[config.mk]
export PLATFORM = sky130hd
export DESIGN_NAME = dev_alu_mc
export DESIGN_NICKNAME = d
export VERILOG_FILES = /design/src/rtl/dev_alu_mc_pkg.sv /design/src/rtl/dev_alu_mc_iter.sv /design/src/rtl/dev_alu_mc.sv
export SDC_FILE = /design/constraint.sdc
export NUM_CORES = 2
export LEC_CHECK = 0
export BUFFER_PORTS_ARGS = -buffer_cell sky130_fd_sc_hd__buf_2
export CAP_MARGIN = 0
export CORE_ASPECT_RATIO = 0.8
export CORE_MARGIN = 2
export CORE_UTILIZATION = 40
export CTS_BUF_LIST = sky130_fd_sc_hd__clkbuf_16
export DETAILED_ROUTE_END_ITERATION = 6
export GPL_TIMING_DRIVEN = 0
export PLACE_DENSITY = 0.6
export REMOVE_ABC_BUFFERS = 1
export SKIP_CTS_REPAIR_TIMING = 1
export SLEW_MARGIN = 20
export SYNTH_ARGS = -nofsm -noshare
export SYNTH_HDL_FRONTEND = slang
export SYNTH_SLANG_ARGS = --single-unit
[constraint.sdc]
create_clock -name clk -period 17.1 [get_ports clk]
set_input_delay 0.855 -clock clk [delete_from_list [all_inputs] [get_ports clk]]
set_output_delay 0.855 -clock clk [all_outputs]
set_load 0.03 [all_outputs]
[src/rtl/dev_alu_mc_pkg.sv]
// Shared types for the multi-cycle ALU: operation codes, FSM states and
// iterative-core modes. The divider ops exist in the encoding regardless of
// DEV_ALU_MC_DIV_EN; the macro only decides whether the datapath honours them.
package pkg_alu;

    typedef enum logic [3:0] {
        OP_NOP  = 4'd0,
        OP_ADD  = 4'd1,
        OP_SUB  = 4'd2,
        OP_AND  = 4'd3,
        OP_SHR  = 4'd4,
        OP_SHL  = 4'd5,
        OP_MULW = 4'd6,
        OP_DIV  = 4'd7,
        OP_MOD  = 4'd8
    } op_t;

    typedef enum logic [1:0] {
        ST_IDLE = 2'd0,
        ST_RUN  = 2'd1,
        ST_DONE = 2'd2
    } alu_mc_state_t;

    typedef enum logic [1:0] {
        ITER_MUL = 2'd0,
        ITER_DIV = 2'd1,
        ITER_MOD = 2'd2
    } iter_mode_t;

endpackage

[src/rtl/dev_alu_mc_iter.sv]
// Iterative core: shift-add multiplier (MUL_STEP bits per cycle) and, when
// DEV_ALU_MC_DIV_EN is defined, a restoring divider (one bit per cycle).
// o_last flags the cycle whose step is final; o_result/o_cf then carry the
// completed value combinationally so the caller can register it that edge.
module alu_mc_iter
    import pkg_alu::*;
#(
    parameter int WIDTH    = 64,
    parameter int MUL_STEP = 1
) (
    input  logic             clk,
    input  logic             rst_n,
    input  logic             i_start,
    input  iter_mode_t       i_mode,
    input  logic [WIDTH-1:0] i_a,
    input  logic [WIDTH-1:0] i_b,
    output logic             o_last,
    output logic [WIDTH-1:0] o_result,
    output logic             o_cf
);

    localparam int CNT_W = $clog2(WIDTH) + 1;
    localparam logic [CNT_W-1:0] MUL_CYC = CNT_W'(WIDTH / MUL_STEP);
    localparam logic [CNT_W-1:0] DIV_CYC = CNT_W'(WIDTH);

    logic               r_busy;
    logic [CNT_W-1:0]   r_cnt;
    iter_mode_t         r_mode;

    logic [2*WIDTH-1:0] r_acc;
    logic [2*WIDTH-1:0] r_mcand;
    logic [WIDTH-1:0]   r_mplier;
    logic [2*WIDTH-1:0] w_acc_nxt;
    logic [2*WIDTH-1:0] w_mcand_nxt;
    logic [WIDTH-1:0]   w_mplier_nxt;

    // Multiplier step: add the shifted multiplicand for each retired multiplier bit
    always_comb begin
        w_acc_nxt = r_acc;
        for (int k = 0; k < MUL_STEP; k++) begin
            if (r_mplier[k]) begin
                w_acc_nxt = w_acc_nxt + (r_mcand << k);
            end
        end
        w_mcand_nxt  = r_mcand << MUL_STEP;
        w_mplier_nxt = r_mplier >> MUL_STEP;
    end

`ifdef DEV_ALU_MC_DIV_EN
    logic [WIDTH-1:0] r_rem;
    logic [WIDTH-1:0] r_quo;
    logic [WIDTH-1:0] r_dvs;
    logic             r_dz;
    logic [WIDTH:0]   w_rem_sh;
    logic [WIDTH:0]   w_diff;
    logic [WIDTH-1:0] w_rem_nxt;
    logic [WIDTH-1:0] w_quo_nxt;

    // Divider step: a zero divisor always "subtracts", giving all-ones and rem=b
    always_comb begin
        w_rem_sh = {r_rem, r_quo[WIDTH-1]};
        w_diff   = w_rem_sh - {1'b0, r_dvs};
        if (r_dz || !w_diff[WIDTH]) begin
            w_rem_nxt = r_dz ? w_rem_sh[WIDTH-1:0] : w_diff[WIDTH-1:0];
            w_quo_nxt = {r_quo[WIDTH-2:0], 1'b1};
        end else begin
            w_rem_nxt = w_rem_sh[WIDTH-1:0];
            w_quo_nxt = {r_quo[WIDTH-2:0], 1'b0};
        end
    end

    // Divider operand registers: load on start, step while busy
    always_ff @(posedge clk) begin
        if (i_start) begin
            r_rem <= '0;
            r_quo <= i_b;
            r_dvs <= i_a;
            r_dz  <= (i_a == '0);
        end else if (r_busy) begin
            r_rem <= w_rem_nxt;
            r_quo <= w_quo_nxt;
        end
    end
`endif

    // Iteration control: counter loaded on start, counts down while busy
    always_ff @(posedge clk) begin
        if (!rst_n) begin
            r_busy <= 1'b0;
            r_cnt  <= '0;
            r_mode <= ITER_MUL;
        end else if (i_start) begin
            r_busy <= 1'b1;
            r_cnt  <= (i_mode == ITER_MUL) ? MUL_CYC : DIV_CYC;
            r_mode <= i_mode;
        end else if (r_busy) begin
            r_cnt <= r_cnt - 1'b1;
            if (r_cnt == CNT_W'(1)) begin
                r_busy <= 1'b0;
            end
        end
    end

    // Multiplier operand registers: load on start, step while busy
    always_ff @(posedge clk) begin
        if (i_start) begin
            r_acc    <= '0;
            r_mcand  <= {{WIDTH{1'b0}}, i_b};
            r_mplier <= i_a;
        end else if (r_busy) begin
            r_acc    <= w_acc_nxt;
            r_mcand  <= w_mcand_nxt;
            r_mplier <= w_mplier_nxt;
        end
    end

    assign o_last = r_busy && (r_cnt == CNT_W'(1));

    // Result select for the final step of the active operation
    always_comb begin
        o_result = w_acc_nxt[WIDTH-1:0];
        o_cf     = |w_acc_nxt[2*WIDTH-1:WIDTH];
        case (r_mode)
`ifdef DEV_ALU_MC_DIV_EN
            ITER_DIV: begin
                o_result = w_quo_nxt;
                o_cf     = r_dz;
            end
            ITER_MOD: begin
                o_result = w_rem_nxt;
                o_cf     = r_dz;
            end
`endif
            default: ;
        endcase
    end

endmodule

[src/rtl/dev_alu_mc.sv]
// Multi-cycle ALU top: single-cycle ADD/SUB/AND/SHR/SHL, iterative MULW and,
// with DEV_ALU_MC_DIV_EN defined, DIV/MOD. Result is b OP a, held in s with
// flags until the next completion. Without the macro DIV/MOD act as unknown ops.
module dev_alu_mc
    import pkg_alu::*;
#(
    parameter int WIDTH    = 64,
    parameter int MUL_STEP = 1
) (
    input  logic             clk,
    input  logic             rst_n,
    input  logic             op_valid,
    output logic             op_ready,
    input  op_t              op,
    input  logic [WIDTH-1:0] a,
    input  logic [WIDTH-1:0] b,
    output logic             res_valid,
    output logic [WIDTH-1:0] s,
    output logic             cf,
    output logic             of,
    output logic             zf,
    output logic             sf
);

    localparam int SH_W = $clog2(WIDTH);

    alu_mc_state_t    r_state;
    logic [WIDTH-1:0] r_s;
    logic             r_cf;
    logic             r_of;
    logic             r_res_valid;

    logic             w_accept;
    logic             w_is_iter;
    iter_mode_t       w_iter_mode;
    logic             w_start;
    logic [WIDTH:0]   w_add;
    logic [WIDTH:0]   w_sub;
    logic [WIDTH-1:0] w_s1;
    logic             w_cf1;
    logic             w_of1;
    logic             w_iter_last;
    logic [WIDTH-1:0] w_iter_res;
    logic             w_iter_cf;

    assign w_accept = op_valid && (r_state != ST_RUN);
    assign w_start  = w_accept && w_is_iter;
    assign w_add    = {1'b0, b} + {1'b0, a};
    assign w_sub    = {1'b0, b} - {1'b0, a};

    // Decode which ops go to the iterative core
    always_comb begin
        w_is_iter   = 1'b0;
        w_iter_mode = ITER_MUL;
        case (op)
            OP_MULW: w_is_iter = 1'b1;
`ifdef DEV_ALU_MC_DIV_EN
            OP_DIV: begin
                w_is_iter   = 1'b1;
                w_iter_mode = ITER_DIV;
            end
            OP_MOD: begin
                w_is_iter   = 1'b1;
                w_iter_mode = ITER_MOD;
            end
`endif
            default: ;
        endcase
    end

    // Single-cycle result and flags; unknown ops yield zero with flags clear
    always_comb begin
        w_s1  = '0;
        w_cf1 = 1'b0;
        w_of1 = 1'b0;
        case (op)
            OP_ADD: begin
                w_s1  = w_add[WIDTH-1:0];
                w_cf1 = w_add[WIDTH];
                w_of1 = (b[WIDTH-1] == a[WIDTH-1]) && (w_add[WIDTH-1] != b[WIDTH-1]);
            end
            OP_SUB: begin
                w_s1  = w_sub[WIDTH-1:0];
                w_cf1 = w_sub[WIDTH];
                w_of1 = (b[WIDTH-1] != a[WIDTH-1]) && (w_sub[WIDTH-1] != b[WIDTH-1]);
            end
            OP_AND:  w_s1 = b & a;
            OP_SHR:  w_s1 = b >> a[SH_W-1:0];
            OP_SHL:  w_s1 = b << a[SH_W-1:0];
            default: ;
        endcase
    end

    alu_mc_iter #(
        .WIDTH    (WIDTH),
        .MUL_STEP (MUL_STEP)
    ) u_iter (
        .clk      (clk),
        .rst_n    (rst_n),
        .i_start  (w_start),
        .i_mode   (w_iter_mode),
        .i_a      (a),
        .i_b      (b),
        .o_last   (w_iter_last),
        .o_result (w_iter_res),
        .o_cf     (w_iter_cf)
    );

    // Control FSM with registered result, flags and completion pulse
    always_ff @(posedge clk) begin
        if (!rst_n) begin
            r_state     <= ST_IDLE;
            r_s         <= '0;
            r_cf        <= 1'b0;
            r_of        <= 1'b0;
            r_res_valid <= 1'b0;
        end else begin
            r_res_valid <= 1'b0;
            case (r_state)
                ST_RUN: begin
                    if (w_iter_last) begin
                        r_s         <= w_iter_res;
                        r_cf        <= w_iter_cf;
                        r_of        <= 1'b0;
                        r_res_valid <= 1'b1;
                        r_state     <= ST_DONE;
                    end
                end
                default: begin
                    r_state <= ST_IDLE;
                    if (w_accept && (op != OP_NOP)) begin
                        if (w_is_iter) begin
                            r_state <= ST_RUN;
                        end else begin
                            r_s         <= w_s1;
                            r_cf        <= w_cf1;
                            r_of        <= w_of1;
                            r_res_valid <= 1'b1;
                            r_state     <= ST_DONE;
                        end
                    end
                end
            endcase
        end
    end

    assign op_ready  = (r_state != ST_RUN);
    assign res_valid = r_res_valid;
    assign s         = r_s;
    assign cf        = r_cf;
    assign of        = r_of;
    assign zf        = (r_s == '0);
    assign sf        = r_s[WIDTH-1];

endmodule

### After elaboration in Yosys (flattened, before gate mapping)

Index checks and enable logic that the tools add are counted.

* $add $sub $neg: 4
* eq/ne operators: 15
* shift-type cells: 2
* mux-type cells: 34
* bitwise logic cells: 2
* reduce and logical (&&, ||, !) cells: 13

Operators with widths (count)
* $mux W64: 8
* $pmux W64 S5: 1
* $add A128 B128 Y128: 1
* $mux W128: 1
* $add A64 B64 Y65: 1
* $sub A64 B64 Y65: 1
* $and A64 B64 Y64: 1
* $logic_not A64 Y1: 1
* $reduce_or A64 Y1: 1
* $shl A64 B6 Y64: 1
* $shr A64 B6 Y64: 1
* $mux W1: 16
* $mux W7: 2
* $eq A4 B3 Y1 const B: 3
* $eq A4 B2 Y1 const B: 2
* $mux W2: 4
* $eq A7 B1 Y1 const B: 1
* $sub A7 B1 Y7 const B: 1
* $logic_and A1 B1 Y1: 6
* $ne A2 B1 Y1 const B: 3
* $eq A4 B1 Y1 const B: 1
* $pmux W1 S2: 2
* $reduce_bool A2 Y1: 2
* $reduce_bool A4 Y1: 1
* other kinds (6): 8

* bits in registers: 397
* bits of input ports: 135
* output and inout port bits: 70

### Logic depth before layout (Yosys ltp)

* word-level depth: 7
* depth in mapped cells: 22

### Hierarchy

Synthesis repeated with hierarchy kept, for this count alone.

* cells, all modules: 5810
* area total of the unflattened synthesis: 44572.7 um2

Modules (own cells, without submodules)
* alu_mc_iter: instances 1, cells each 2758, area an instance 23816.6 um2
* dev_alu_mc: instances 1, cells each 3052, area an instance 20756.2 um2

### Least setup slack after synthesis

Ideal clock, no wire load.

* kind: input to register
* from: input port a[1]
* to: register r_s[60] (netlist: s[60])
* library setup time: 114 ps
* arrival: 6125 ps
* data required time: 16986 ps
* path slack: 10862 ps
* cell stages on the path: 21
* buffers on the path: 5
* path through: clkbuf_1 -> inv_2 -> buf_1 -> buf_1 -> clkbuf_1 -> buf_1 -> fa_1 -> a21oi_1 -> o21ai_0 -> a21o_1 -> a211oi_1 -> o31a_1 -> o21ai_1 -> a311o_1 -> a311oi_1 -> o31a_1 -> o31ai_1 -> o22ai_1 -> a221oi_1 -> a31oi_1 -> a21o_1

* word-level cells in the longest chain between the ends: 5
* elaborated cells between the ends (all ways): 8

Ends and longest elaborated chain
* start, declared: RTL line dev_alu_mc.sv:15 `input logic [WIDTH-1:0] a,`
* $sub A64 B64 Y65, or another cell as far along: RTL line dev_alu_mc.sv:49 `assign w_sub = {1'b0, b} - {1'b0, a};`
* $pmux W64 S5 (*): RTL line dev_alu_mc.sv:76 `case (op)`
* $mux W64 (*): RTL line dev_alu_mc.sv:132 `if (w_is_iter) begin`
* $mux W64 (*): RTL line dev_alu_mc.sv:131 `if (w_accept && (op != OP_NOP)) begin`
* $mux W64 (*): RTL line dev_alu_mc.sv:119 `case (r_state)`
* end signal, assigned: RTL line dev_alu_mc.sv:122 `r_s <= w_iter_res;`
* end signal, assigned: RTL line dev_alu_mc.sv:135 `r_s <= w_s1;`
* end, declared: RTL line dev_alu_mc.sv:28 `logic [WIDTH-1:0] r_s;`

Every way passes the cells marked *; elsewhere a longest branch is shown, timed or not. The select of a mux whose other input is x is not followed.
A chain may end at the register's enable or synchronous reset.

### Final worst setup path

* from: input port a[1]
* to: register r_s[58] (netlist: s[58])

Same word-level chain as after synthesis.

==> flow_metrics.env <==
export IMPL_final_layout_fill_cell_count=10692
export IMPL_grt_setup_unrepaired="no"
export IMPL_drt_pre_antenna_iters=7
export IMPL_grt_total_usage_pct=37.6
export IMPL_placedInstanceArea_um2=43700
export IMPL_cts_root_buf="sky130_fd_sc_hd__clkbuf_16"
export IMPL_synth_largest_area_cell="sky130_fd_sc_hd__dfxtp_1"
export IMPL_status="finished, violations left"
export IMPL_initial_core_util_pct=40.2
export IMPL_swShare_pct=50.0
export IMPL_grt_overflow_total=0
export IMPL_synth_cell_type_count=94
export IMPL_pwr_density_cell_nw_per_um2=130
export IMPL_critical_path_arrival_ps=8290
export IMPL_cts_tree="yes"
export IMPL_dpl_worst_slack_ps=9240
export IMPL_area_growth_syn_to_fin_pct=10.4
export IMPL_fin_crit_ps=7740
export IMPL_worstSetupPathType="primary input to flop"
export IMPL_floorplan_core_area_um2=102000
export IMPL_synthMostInstantiatedCell="sky130_fd_sc_hd__nor2_1"
export IMPL_drt_initial_drc_count=7899
export IMPL_netlist_instances=5714
export IMPL_htreeDepth=2
export IMPL_timing_critical_path_required_ps=17640
export IMPL_pleak_nw=18.7
export IMPL_final_estimated_routing_congestion_in_global_placement=1.04
export IMPL_skew_ps=42.2
export IMPL_wl_per_cell_um=29.6
export IMPL_numPortBuffers=204
export IMPL_violations_in_the_final_reports="DRC, capacitance limit, slew limit"
export IMPL_synth_top_cell_area_share_pct=13.1
export IMPL_drc=3
export IMPL_layout_net_count=6034
export IMPL_route_final_wire_length_um=208000
export IMPL_cp_start_kind="primary input"
export IMPL_netlist_top_cells_count="sky130_fd_sc_hd__nor2_1, sky130_fd_sc_hd__nand2_1, sky130_fd_sc_hd__a21oi_1"
export IMPL_report_final_slew_viol_count=3
export IMPL_dieHeight_um=291
export IMPL_detailroute_via_count=46967
export IMPL_clock_power_share_pct=19.0
export IMPL_p_comb_share_pct=57.0
export IMPL_seq_area_frac_synth_pct=22.4
export IMPL_row_count=105
export IMPL_dp_hpwl_um=165000
export IMPL_number_of_vias_per_cell=6.68
export IMPL_ant_nets=0
export IMPL_ios=205
export IMPL_grt_start_max_net_pins=138
export IMPL_irDropWorstVdd_mv=0.0876
export IMPL_via_count_of_the_first_global_routing_pass=40759
export IMPL_final_setup_worst_slack_ps=9360
export IMPL_die_width_um=362
export IMPL_setup_tns_final_ps=0
export IMPL_clock_tree_buffer_depth=3
export IMPL_power_share_sequential_pct=24.0
export IMPL_floorplan_die_area_um2=105000
export IMPL_internal_power_mw=2.94
export IMPL_relSlewSlack_pct=-3.19
export IMPL_crit_path_end_kind="flop"
export IMPL_critical_path_max_fanout=79
export IMPL_clkTransAtPathRegs_ps=60
export IMPL_setup_violations_final=0
export IMPL_worst_slew_pin_slew_ps=1530
export IMPL_stdcell_area_um2=45400
export IMPL_netSwitchingPower_mw=2.94
export IMPL_cts_num_sinks=397
export IMPL_yosys_most_used_dff="sky130_fd_sc_hd__dfxtp_1"
export IMPL_synth_area_leaders="sky130_fd_sc_hd__dfxtp_1, sky130_fd_sc_hd__edfxtp_1, sky130_fd_sc_hd__mux2i_1, sky130_fd_sc_hd__ha_1, sky130_fd_sc_hd__nor2_1"
export IMPL_layout_worst_path_cycle_share_pct=45.3
export IMPL_clk_insertion_delay_late_ps=670
export IMPL_power_total_mw=5.88
export IMPL_cts_inserted_buffers=49
export IMPL_antenna_found_initial=17
export IMPL_synthesis_area_per_instance_um2=7.20
export IMPL_max_freq_mhz=129
export IMPL_yosysWarningCount=0
export IMPL_final_layout_size_suffix_gt1_share_pct=8.15
export IMPL_post_synthesis_instance_area_um2=41100
export IMPL_maxCapViolCount=1
export IMPL_first_pass_grt_wire_length_um=295000
export IMPL_postSynthRegisterBits=397
export IMPL_timing_hold_violations_final=0
export IMPL_async_reset_ff_share_pct=0
export IMPL_hold_path_class="flop to flop"
export IMPL_count_of_flip_flops_with_a_built_in_enable_after_synthesis=128
[stage by stage]
step,hold WS (ps),std cells,utilization [%]
global placement,460,6846,41.3
global route,497,7016,44.4
floorplan,448,5305,-
finish,475,7026,44.4
CTS,474,7014,44.4
detailed placement,466,6922,42.7
[power groups by stage]
stage | clock [mW] | combinational (mW) | sequential [mW]
final | 1.12 | 3.35 | 1.41
after floorplan | 0 | 2.17 | 1.37
after global placement | 0 | 3.18 | 1.43
after global routing | 1.16 | 3.58 | 1.43
after CTS | 1.13 | 3.21 | 1.40
after detailed placement | 0 | 3.19 | 1.42
[cell type report]
cell class | instances | area, um^2 | area share [%]
clock buffer | 51 | 1280 | 2.81
tap | 1337 | 1670 | 3.68
sequential | 397 | 9230 | 20.3
timing repair buffer | 282 | 2300 | 5.07
clock inverter | 41 | 395 | 0.871
antenna | 10 | 25.0 | 0.0551
inverter | 178 | 689 | 1.52
multi-input combinational | 4730 | 29800 | 65.7
[critical path, stage by stage]
cell	delay [ps]
sky130_fd_sc_hd__buf_2	830
sky130_fd_sc_hd__inv_8	270
sky130_fd_sc_hd__buf_16	330
sky130_fd_sc_hd__fa_1	550
sky130_fd_sc_hd__a21oi_1	180
sky130_fd_sc_hd__o21ai_0	200
sky130_fd_sc_hd__a21o_1	260
sky130_fd_sc_hd__a211oi_1	690
sky130_fd_sc_hd__o31a_1	370
sky130_fd_sc_hd__o21ai_1	250
sky130_fd_sc_hd__a311o_1	480
sky130_fd_sc_hd__a311oi_1	990
sky130_fd_sc_hd__o21ai_1	580
sky130_fd_sc_hd__a21oi_1	510
sky130_fd_sc_hd__nor4_1	100
sky130_fd_sc_hd__a31oi_1	190
sky130_fd_sc_hd__o21ai_0	100
sky130_fd_sc_hd__a21oi_1	350
sky130_fd_sc_hd__a21oi_1	130
[registers in the layout (all words and copies together) (netlist names)]
name / flops
u_iter.r_busy: 1
res_valid: 1
of: 1
u_iter.r_mcand: 128
cf: 1
u_iter.r_mplier: 64
u_iter.r_cnt: 7
r_state: 2
s: 64
u_iter.r_acc: 128
[cell families (layout without fill, tap and decap cells)]
family / count (synthesis) / after routing / synth area share, %
AND/OR/NAND/NOR: 2077 / 2077 / 22.3
other: 0 / 10 / 0
flip-flops: 397 / 397 / 22.4
XOR/XNOR: 135 / 135 / 2.88
buffers and inverters: 587 / 552 / 5.43
AO/OA/AOI/OAI: 1850 / 1850 / 28.5
adder cells (fa/ha/maj): 261 / 261 / 8.00
multiplexers: 407 / 407 / 10.5
[metal layers]
metal	up-vias	share of wire, %	GRT usage [%]	wire length [um]
met5	-	0.14	0.593	283
met4	14	3.2	11.0	6740
met3	393	16	14.2	32600
met2	3214	35	45.9	73700
met1	22510	45	58.5	94400
li1	20836	-	-	-
[final timing paths]
path	from	cells after the start	slack, ps	end
worst max register to register	u_iter.r_mcand[0]	15	10610	cf
worst min-delay path	u_iter.r_acc[101]	2	480	u_iter.r_acc[101]
worst max-delay path	a[1]	19	9360	s[58]
worst min register to register	u_iter.r_acc[101]	2	480	u_iter.r_acc[101]
[layout by cell type (no fill, tap or decap), types with 26 or more instances in the layout]
| cell type | synthesis | final |
|---|---|---|
| sky130_fd_sc_hd__nor2_1 | 808 | 807 |
| sky130_fd_sc_hd__nand2_1 | 695 | 692 |
| sky130_fd_sc_hd__a21oi_1 | 542 | 542 |
| sky130_fd_sc_hd__o21ai_0 | 497 | 497 |
| sky130_fd_sc_hd__mux2i_1 | 374 | 374 |
| sky130_fd_sc_hd__dfxtp_1 | 269 | 268 |
| sky130_fd_sc_hd__ha_1 | 258 | 258 |
| sky130_fd_sc_hd__buf_2 | 1 | 206 |
| sky130_fd_sc_hd__inv_1 | 174 | 180 |
| sky130_fd_sc_hd__edfxtp_1 | 128 | 128 |
| sky130_fd_sc_hd__a211oi_1 | 117 | 117 |
| sky130_fd_sc_hd__nand4_1 | 100 | 100 |
| sky130_fd_sc_hd__xnor2_1 | 91 | 91 |
| sky130_fd_sc_hd__nor3_1 | 92 | 88 |
| sky130_fd_sc_hd__a21o_1 | 83 | 83 |
| sky130_fd_sc_hd__nand2b_1 | 81 | 79 |
| sky130_fd_sc_hd__nand3_1 | 76 | 75 |
| sky130_fd_sc_hd__o21bai_1 | 75 | 75 |
| sky130_fd_sc_hd__nor4_1 | 59 | 55 |
| sky130_fd_sc_hd__o221ai_1 | 53 | 53 |
| sky130_fd_sc_hd__clkbuf_16 | 0 | 51 |
| sky130_fd_sc_hd__a31oi_1 | 47 | 47 |
| sky130_fd_sc_hd__o22ai_1 | 45 | 45 |
| sky130_fd_sc_hd__a221oi_1 | 44 | 44 |
| sky130_fd_sc_hd__xor2_1 | 44 | 44 |
| sky130_fd_sc_hd__o21a_1 | 38 | 38 |
| sky130_fd_sc_hd__o211ai_1 | 35 | 35 |
| sky130_fd_sc_hd__a221o_1 | 33 | 33 |
| sky130_fd_sc_hd__o31ai_1 | 30 | 30 |
| sky130_fd_sc_hd__nor2b_1 | 26 | 26 |
| sky130_fd_sc_hd__a222oi_1 | 26 | 26 |
Note: power is estimated with default switching activity, not from simulation.
